--- src/rtl/spinner_emu_if.sv ---
`default_nettype none
// +--------------------------------------------------------------------------+
// | Module   : spinner_emu_if                                                |
// | Purpose  : Bundles the request, encoder and position signals that pass   |
// |            between the input front end and spinner_emu.                  |
// | Signals  : enable  run (1) / freeze (0)                                  |
// |            cw      per-channel clockwise request, active high            |
// |            ccw     per-channel counter-clockwise request, active high    |
// |            quad    encoder outputs, channel k at [2k+1:2k]               |
// |            pos     position counters, channel k at [POS_W*k +: POS_W]    |
// |            tick    one-cycle strobe on each prescaler wrap               |
// | Modports : master drives requests, slave (the emulator) drives outputs.  |
// | Revision : 1.0  initial release                                          |
// +--------------------------------------------------------------------------+
interface spinner_emu_if #(
  parameter int CHANNELS = 2,
  parameter int POS_W    = 8
);
  logic                      enable;
  logic [CHANNELS-1:0]       cw;
  logic [CHANNELS-1:0]       ccw;
  logic [2*CHANNELS-1:0]     quad;
  logic [POS_W*CHANNELS-1:0] pos;
  logic                      tick;

  modport master (
    output enable, cw, ccw,
    input  quad, pos, tick
  );

  modport slave (
    input  enable, cw, ccw,
    output quad, pos, tick
  );
endinterface
`default_nettype wire

--- src/rtl/spinner_emu.sv ---
`default_nettype none
// +--------------------------------------------------------------------------+
// | Module   : spinner_emu                                                   |
// | Purpose  : Turns digital joystick directions into rotary-encoder signals |
// |            for cores expecting a spinner/dial. N channels, programmable  |
// |            step period, legacy pulse (MODE 0) or Gray quadrature         |
// |            (MODE 1) encoding, per-channel inversion and position count.  |
// | Ports    : clk_sys  core clock                                           |
// |            res_n    asynchronous active-low reset                        |
// |            bus      spinner_emu_if.slave:                                |
// |                       enable, cw, ccw in; quad, pos, tick out            |
// | Options  : SPINNER_ACCEL_EN - when defined, a channel held in one        |
// |            direction for ACCEL_STEPS steps gets an extra mid-period      |
// |            step, doubling its rate. Undefined: steps only on wrap.       |
// | Revision : 1.0  initial release                                          |
// +--------------------------------------------------------------------------+
module spinner_emu #(
  parameter int                   CHANNELS    = 2,
  parameter int                   DIV_W       = 5,
  parameter int                   STEP_DIV    = 31,
  parameter int                   MODE        = 0,
  parameter logic [CHANNELS-1:0]  INVERT      = '0,
  parameter int                   POS_W       = 8,
  parameter int                   ACCEL_STEPS = 8
) (
  input  wire logic       clk_sys,
  input  wire logic       res_n,
  spinner_emu_if.slave    bus
);

  localparam logic [DIV_W-1:0] DIV_TC    = DIV_W'(STEP_DIV);
  localparam logic [1:0]       QUAD_IDLE = (MODE == 0) ? 2'b11 : 2'b00;

  // ------------------------------------------------------------------------
  // Prescaler
  // ------------------------------------------------------------------------
  logic [DIV_W-1:0] div_q, div_d;
  logic             tick_q, tick_d;
  logic             en_q;          // enable as seen on the previous cycle
  logic [DIV_W-1:0] cnt_eff;
  logic             step_main;

  // The prescaler value is held while frozen, but the first enabled cycle
  // after a freeze counts as phase 0: a partially elapsed period earns no
  // credit, so the next step lands a full STEP_DIV+1 clocks after resume.
  assign cnt_eff   = en_q ? div_q : '0;
  assign step_main = bus.enable && (cnt_eff == DIV_TC);

  always_comb begin
    div_d  = div_q;
    tick_d = 1'b0;
    if (bus.enable) begin
      if (cnt_eff == DIV_TC) begin
        div_d  = '0;
        tick_d = 1'b1;
      end else begin
        div_d = cnt_eff + DIV_W'(1);
      end
    end
  end

  always_ff @(posedge clk_sys or negedge res_n) begin
    if (!res_n) begin
      div_q  <= '0;
      tick_q <= 1'b0;
      en_q   <= 1'b0;
    end else begin
      div_q  <= div_d;
      tick_q <= tick_d;
      en_q   <= bus.enable;
    end
  end

  assign bus.tick = tick_q;

`ifdef SPINNER_ACCEL_EN
  localparam logic [DIV_W-1:0] DIV_MID = DIV_W'(STEP_DIV / 2);
  localparam int               RUN_W   = $clog2(ACCEL_STEPS + 1);
  localparam logic [RUN_W-1:0] RUN_SAT = RUN_W'(ACCEL_STEPS);

  logic mid_hit;
  assign mid_hit = bus.enable && (cnt_eff == DIV_MID);
`else
  // ACCEL_STEPS only matters with acceleration compiled in.
  logic accel_unused;
  assign accel_unused = (ACCEL_STEPS != 0);
`endif

  // ------------------------------------------------------------------------
  // Per-channel encoder
  // ------------------------------------------------------------------------
  for (genvar k = 0; k < CHANNELS; k++) begin : g_ch
    logic             req_a, req_b;
    logic             want_cw, want_ccw;
    logic             step;
    logic [1:0]       quad_q, quad_d;
    logic [POS_W-1:0] pos_q, pos_d;

    // Inversion swaps the request lines; both lines high means no request.
    assign req_a    = INVERT[k] ? bus.ccw[k] : bus.cw[k];
    assign req_b    = INVERT[k] ? bus.cw[k]  : bus.ccw[k];
    assign want_cw  = req_a & ~req_b;
    assign want_ccw = req_b & ~req_a;

`ifdef SPINNER_ACCEL_EN
    logic [RUN_W-1:0] run_q, run_d;
    logic [1:0]       dir_q, dir_d;
    logic [1:0]       dir_now;

    assign dir_now = {want_cw, want_ccw};
    // The extra step reuses the normal step path so MODE and pos rules
    // apply unchanged; tick is untouched.
    assign step    = step_main | (mid_hit & (run_q == RUN_SAT));

    always_comb begin
      run_d = run_q;
      dir_d = dir_q;
      if (!bus.enable) begin
        run_d = '0;
        dir_d = 2'b00;
      end else if (step) begin
        dir_d = dir_now;
        if (dir_now == 2'b00) begin
          run_d = '0;
        end else if (dir_now != dir_q) begin
          run_d = RUN_W'(1);
        end else if (run_q != RUN_SAT) begin
          run_d = run_q + RUN_W'(1);
        end
      end
    end

    always_ff @(posedge clk_sys or negedge res_n) begin
      if (!res_n) begin
        run_q <= '0;
        dir_q <= 2'b00;
      end else begin
        run_q <= run_d;
        dir_q <= dir_d;
      end
    end
`else
    assign step = step_main;
`endif

    if (MODE == 0) begin : g_pulse
      // Every pulse leaves idle (11) and is forced back on the next step,
      // so the fastest pulse rate is one per two steps.
      always_comb begin
        quad_d = quad_q;
        pos_d  = pos_q;
        if (step) begin
          if (quad_q != 2'b11) begin
            quad_d = 2'b11;
          end else if (want_cw) begin
            quad_d = 2'b10;
            pos_d  = pos_q + POS_W'(1);
          end else if (want_ccw) begin
            quad_d = 2'b01;
            pos_d  = pos_q - POS_W'(1);
          end
        end
      end
    end else begin : g_quad
      // The phase is recovered from the registered Gray output rather than
      // kept in a second register: phase = {q1, q1^q0}.
      logic [1:0] phase, phase_n;
      assign phase = {quad_q[1], quad_q[1] ^ quad_q[0]};

      always_comb begin
        phase_n = phase;
        pos_d   = pos_q;
        if (step) begin
          if (want_cw) begin
            phase_n = phase + 2'd1;
            pos_d   = pos_q + POS_W'(1);
          end else if (want_ccw) begin
            phase_n = phase - 2'd1;
            pos_d   = pos_q - POS_W'(1);
          end
        end
        quad_d = {phase_n[1], phase_n[1] ^ phase_n[0]};
      end
    end

    always_ff @(posedge clk_sys or negedge res_n) begin
      if (!res_n) begin
        quad_q <= QUAD_IDLE;
        pos_q  <= '0;
      end else begin
        quad_q <= quad_d;
        pos_q  <= pos_d;
      end
    end

    assign bus.quad[2*k +: 2]      = quad_q;
    assign bus.pos[POS_W*k +: POS_W] = pos_q;
  end

endmodule
`default_nettype wire
--- src/flat_wrapper.sv ---
// flat-port wrapper written by rule: the top's interface ports become plain ports
module spinner_emu_flat 
#(
  parameter int                   CHANNELS    = 2,
  parameter int                   DIV_W       = 5,
  parameter int                   STEP_DIV    = 31,
  parameter int                   MODE        = 0,
  parameter logic [CHANNELS-1:0]  INVERT      = '0,
  parameter int                   POS_W       = 8,
  parameter int                   ACCEL_STEPS = 8
)
  (clk_sys, res_n, bus_enable, bus_cw, bus_ccw, bus_quad, bus_pos, bus_tick);
  spinner_emu_if #(.CHANNELS(CHANNELS), .POS_W(POS_W)) bus_i ();
  input  wire logic clk_sys;
  input  wire logic res_n;
  input wire logic [$bits(bus_i.enable)-1:0] bus_enable;
  input wire logic [$bits(bus_i.cw)-1:0] bus_cw;
  input wire logic [$bits(bus_i.ccw)-1:0] bus_ccw;
  output wire logic [$bits(bus_i.quad)-1:0] bus_quad;
  output wire logic [$bits(bus_i.pos)-1:0] bus_pos;
  output wire logic [$bits(bus_i.tick)-1:0] bus_tick;
  assign bus_i.enable = bus_enable;
  assign bus_i.cw = bus_cw;
  assign bus_i.ccw = bus_ccw;
  assign bus_quad = bus_i.quad;
  assign bus_pos = bus_i.pos;
  assign bus_tick = bus_i.tick;
  spinner_emu #(.CHANNELS(CHANNELS), .DIV_W(DIV_W), .STEP_DIV(STEP_DIV), .MODE(MODE), .INVERT(INVERT), .POS_W(POS_W), .ACCEL_STEPS(ACCEL_STEPS)) u_core (.clk_sys(clk_sys), .res_n(res_n), .bus(bus_i));
endmodule
--- config.mk ---
export PLATFORM = sky130hd
export DESIGN_NAME = spinner_emu_flat
export DESIGN_NICKNAME = d
export VERILOG_FILES = /design/src/rtl/spinner_emu_if.sv /design/src/rtl/spinner_emu.sv /design/src/flat_wrapper.sv
export SDC_FILE = /design/constraint.sdc
export NUM_CORES = 1
export LEC_CHECK = 0
export ABC_AREA = 1
export ABC_CLOCK_PERIOD_IN_PS = 3000
export BUFFER_PORTS_ARGS = -buffer_cell sky130_fd_sc_hd__buf_2
export CAP_MARGIN = 5
export CORE_MARGIN = 2
export CORE_UTILIZATION = 50
export DETAILED_ROUTE_END_ITERATION = 6
export PLACE_DENSITY = 0.8
export SLEW_MARGIN = 20
export SYNTH_ARGS = -nofsm -noshare
export SYNTH_HDL_FRONTEND = slang
export SYNTH_SLANG_ARGS = --single-unit
export TNS_END_PERCENT = 5
--- constraint.sdc ---
create_clock -name clk_sys -period 3 [get_ports clk_sys]
set_clock_uncertainty 0.2 [all_clocks]
set_input_delay 0.45 -clock clk_sys [delete_from_list [all_inputs] [get_ports clk_sys]]
set_output_delay 0.45 -clock clk_sys [all_outputs]
set_load 0.05 [all_outputs]
Word level (Yosys, flattened, before mapping) --
Cells that the tools add are included.
Storage, ports and cells: flip-flop bits (word level) 27, bits in latches 0, memory bits (writable) 0, ROM bits 0, input port bits 7, output and inout bits 21, word-level logic and storage cells 48, memories kept 0
Cells by class: $add $sub $neg 5, multipliers 0, div/mod/pow operators 0, $lt $le $gt $ge 0, eq/ne operators 3, shifts and indexed selects 0, mux-type cells 14, bitwise operators 10, reductions and logical operators 9
Operator list (number):
- $mux W8 | 4
- $add A8 B1 Y8 const B | 2
- $sub A8 B1 Y8 const B | 2
- $mux W2 | 6
- $mux W5 | 2
- $not A1 Y1 | 6
- $reduce_and A3 Y1 | 2
- $reduce_bool A3 Y1 | 2
- $add A5 B1 Y5 const B | 1
- $eq A5 B5 Y1 const B | 1
- $and A1 B1 Y1 | 4
- $ne A2 B2 Y1 const B | 2
- $reduce_and A2 Y1 | 2
- $reduce_bool A2 Y1 | 2
- $mux W1 | 2
- $logic_and A1 B1 Y1 | 1

Depth between registers and ports, before layout --
word-level depth 5, mapped depth 11, mapped depth without buffers 11

Worst setup path after synthesis --
Ideal clock, no wire load.
kind input-to-reg, from in bus_ccw[0], to reg u_core.g_ch[0].pos_q[4], setup time 0.076 ns, arrival 1.809 ns, required time 2.724 ns, setup slack 0.914 ns, stages 9, buffers on the path 0, path through inv_1 -> ha_1 -> inv_1 -> ha_1 -> or2_2 -> and2_1 -> nand2_1 -> nand2_1 -> o21ai_1
On the way: word-level cells in the longest chain between the ends 4, elaborated cells between the ends (all ways) 6, those cells by class mux (1); bitwise (3); reduce/logical (2)
RTL lines:
- from (decl) | RTL line flat_wrapper.sv:18 | input wire logic [$bits(bus_i.ccw)-1:0] bus_ccw;
- $not A1 Y1 | RTL line spinner_emu.sv:102 | assign want_cw = req_a & ~req_b;
- $and A1 B1 Y1 | RTL line spinner_emu.sv:102
- $reduce_bool A2 Y1 (no line)
- $reduce_and A3 Y1 (no line)
- to (signal assigned) | RTL line spinner_emu.sv:192 | pos_q <= pos_d;
- to (decl) | RTL line spinner_emu.sv:97 | logic [POS_W-1:0] pos_q, pos_d;
Several ways; a longest one is shown, not always the timed one. A chain may end at the register's enable or synchronous reset.

Worst setup path after layout --
from reg u_core.en_q, to reg u_core.g_ch[0].pos_q[3]
On the way: word-level cells in the longest chain between the ends 4
RTL lines:
- from (decl) | RTL line spinner_emu.sv:39 | logic en_q;
- from (signal assigned) | RTL line spinner_emu.sv:70 | en_q <= bus.enable;
- $mux W5 | RTL line spinner_emu.sv:46 | assign cnt_eff = en_q ? div_q : '0;
- $eq A5 B5 Y1 | RTL line spinner_emu.sv:47 | assign step_main = bus.enable && (cnt_eff == DIV_TC);
- $logic_and A1 B1 Y1 | RTL line spinner_emu.sv:47
- $reduce_and A3 Y1 (no line)
Every way passes these cells.

==> out/qor.txt <==
Status: complete, no violations
Simple-gate area share of the yosys netlist: 31.7%
Sequential fraction of the synthesis area: 37.9%
Post-synth top area share: 32.0%
Worst Tran Pin Value: 0.597 ns
PwrDens: 299 mW/mm^2
Yosys warns: 0
Setup TNS: 0 ns
Crit. End Element: register
Slowest CP cell: dfrtp_1
CTS max path bufs: 2
Antenna cells: 0
Antenna-violating nets left: 0
Crit path arrival time: 2.28 ns
Clock-pin slew on the worst setup and hold paths: 0.14 ns
Post-CTS setup buffers: 0
Vias/cell: 4.92
RSZ-0062 raised after global routing: false
Hold Fails Final Rpt: 0
Vias post-DR: 1,526
CTS root buf: clkbuf_4
# H-tree levels: 1
Critical-path cell list: nand2_1 > inv_1 > ha_1 > nand2_1 > nor2_1 > ha_1 > nand2_4 > nor3_4 > inv_2 > nand2_1 > o21ai_1
WS Path Type: register to register
Leakage: 0.00121 uW
Largest net degree at the start of global routing: 28
CTS sink count: 27
PortBufs: 27
Adder-cell share of the synthesized area: 14.8%
Hpwl dp: 2.56 mm
Min-delay src: bus_enable
Full die area: 0.00409 mm^2
Critical path's most frequent cell: nand2_1
Distinct cells, synth: 23
Worst hold path type: input pin to register
Ratio of cells with drive above 1 in the final layout: 17.0%
Syn avg cell area: 7.74 um^2
R2r setup slk: 0.76 ns
First-pass GRT wire length: 5.96 mm
Skew-Pair Late Insertion Delay: 0.34 ns
Initial core utilization: 53.0%
Synth Area in XOR/XNOR: 3.41%
DR pass1 iterations: 5
Die height: 63.9 um
Die width: 63.9 um
I/O pin cnt: 28
WHS Path Cells: 1
Area growth syn-to-layout: 12.8%
Minimum clock period: 2.24 ns
Placeable Area: 0.00339 mm^2
Number of global-route vias before repair: 1,363
Peak supply drop: 232 uV
Initial antenna violation count: 0
DRC Markers: 0
Slowest stage delay, CP: 0.44 ns
Synth Cell Area: 0.00180 mm^2
CTS Hold Bufs: 1
Worst endpoint required time: 3.03 ns
Terminus of the critical flop-to-flop path: u_core.g_ch[0].pos_q[3]$_DFFE_PN0P_
Worst R2R Path Depth: 11
Setup Viol. Count Final: 0
RD Place Congestion: 0.804
Synth Register Bits: 27
Placed insts: 305
Highest clock rate: 445 MHz
Finished Layout Cells: 310
Top cells by area, synth: dfrtp_1, nand2_1, ha_1, dfstp_2, inv_1
Rel. slew slack: 60.2%
Commonest non-fill, non-tap cell in the layout: nand2_1
Hold Path End: u_core.en_q$_DFF_PN0_
Total grt overflow: 0
Drt wl/cell: 10.8 um
Worst Path Max Fanout: 8
CTS buffer count: 3
Largest family of logic cells by synthesized area: simple AND/OR/NAND/NOR gates
Max_cap viols: 0
Syn Nets: 259
Final net count: 292
CP Launch Type: register
Period utilization: 74.8%
Multiplexer share of the synthesized area: 0%
Max Slew Vio Count: 0
CTS tree: done
Most frequent cells in the layout: nand2_1, inv_1, buf_2
Yosys top cell by area: dfrtp_1
# rows: 21
Origin of the critical flop-to-flop path: u_core.en_q$_DFF_PN0_
Post-CTS Resized: 0
Post-synthesis instance total: 232
Compound-cell area share of the yosys netlist: 6.06%
Wirelength, routed: 3.35 mm
Gr usage total: 18.4%
Initial DRC count: 95
==> Yosys cell counts (all sizes together) <==
cell / count
or2: 3
dfstp: 4
xor2: 4
fa: 2
nand3: 11
inv: 29
and2: 3
nor3: 3
a21oi: 8
nand2: 88
ha: 18
o21ai: 11
nand3b: 6
xnor2: 3
nor2: 15
o22ai: 1
dfrtp: 23
==> worst max path at each step <==
stage                                      from  slack [ns]                                  end
after floorplan                      bus_ccw[0]        0.91  u_core.g_ch[0].pos_q[4]$_DFFE_PN0P_
after global placement               bus_ccw[0]        0.68  u_core.g_ch[0].pos_q[3]$_DFFE_PN0P_
after detailed placement             bus_ccw[0]        0.61  u_core.g_ch[0].pos_q[3]$_DFFE_PN0P_
after CTS                 u_core.en_q$_DFF_PN0_        0.77  u_core.g_ch[0].pos_q[3]$_DFFE_PN0P_
after global routing      u_core.en_q$_DFF_PN0_        0.54  u_core.g_ch[0].pos_q[3]$_DFFE_PN0P_
final                     u_core.en_q$_DFF_PN0_        0.76  u_core.g_ch[0].pos_q[3]$_DFFE_PN0P_
==> report_power, final <==
group | leakage, uW | switching [uW] | total (uW) | internal (uW)
Clock | 0.0000177 | 113 | 163 | 50.3
Combinational | 0.000832 | 43.2 | 69.0 | 25.8
Sequential | 0.000356 | 3.76 | 374 | 370
Total | 0.00121 | 160 | 606 | 446
==> metal layers <==
metal	vias to the layer above	wire, um	global-route usage [%]
met1	689	1660	25.4
met4	0	56	7.34
met2	34	1490	29.4
met3	5	145	2.29
met5	-	0	0
li1	798	-	-
==> per-stage QoR <==
| step | setup WS (ns) | cell area (um^2) | total power [uW] | hold WS (ns) | util [%] |
|---|---|---|---|---|---|
| 2_1_floorplan | 0.914 | 1800 | 427 | -0.0456 | - |
| 3_3_place_gp | 0.684 | 1990 | 447 | 0.255 | 58.7 |
| 3_5_place_dp | 0.612 | 1990 | 450 | 0.269 | 58.7 |
| 4_1_cts | 0.766 | 2030 | 613 | 0.113 | 59.8 |
| 5_1_grt | 0.540 | 2030 | 646 | 0.100 | 59.8 |
| 6_report | 0.755 | 2030 | 606 | 0.121 | 59.8 |
==> cell type report <==
class / instances / area, um^2
Fill cell: 293 / 1360
Multi-Input combinational cell: 176 / 1000
Sequential cell: 27 / 681
Timing Repair Buffer: 28 / 145
Inverter: 29 / 111
Tap cell: 46 / 57.6
Clock buffer: 3 / 22.5
Clock inverter: 1 / 5.00
==> kinds of logic (layout without fill, tap and decap cells) <==
kind of cell               count (synthesis)  count (layout)
and+or+nand+nor                          129             129
adders and majority gates                 20              20
DFF                                       27              27
xor gates and xnor gates                   7               7
buffers and inverters                     29              61
AOI/OAI and AO/OA                         20              20
==> registers in the layout, indices dropped and copies added, names as in the netlist <==
signal              flops
u_core.bus.tick         1
u_core.div_q            5
u_core.en_q             1
u_core.g_ch.pos_q      16
u_core.g_ch.quad_q      4
==> worst max-delay path, delay by kind of cell (launching register included) <==
family	cells	cell delay, ns
and+or+nand+nor	6	0.83
DFF	1	0.44
adders and majority gates	2	0.38
buffers and inverters	2	0.22
AOI/OAI and AO/OA	1	0.07
Note: power is estimated with default switching activity, not from simulation.
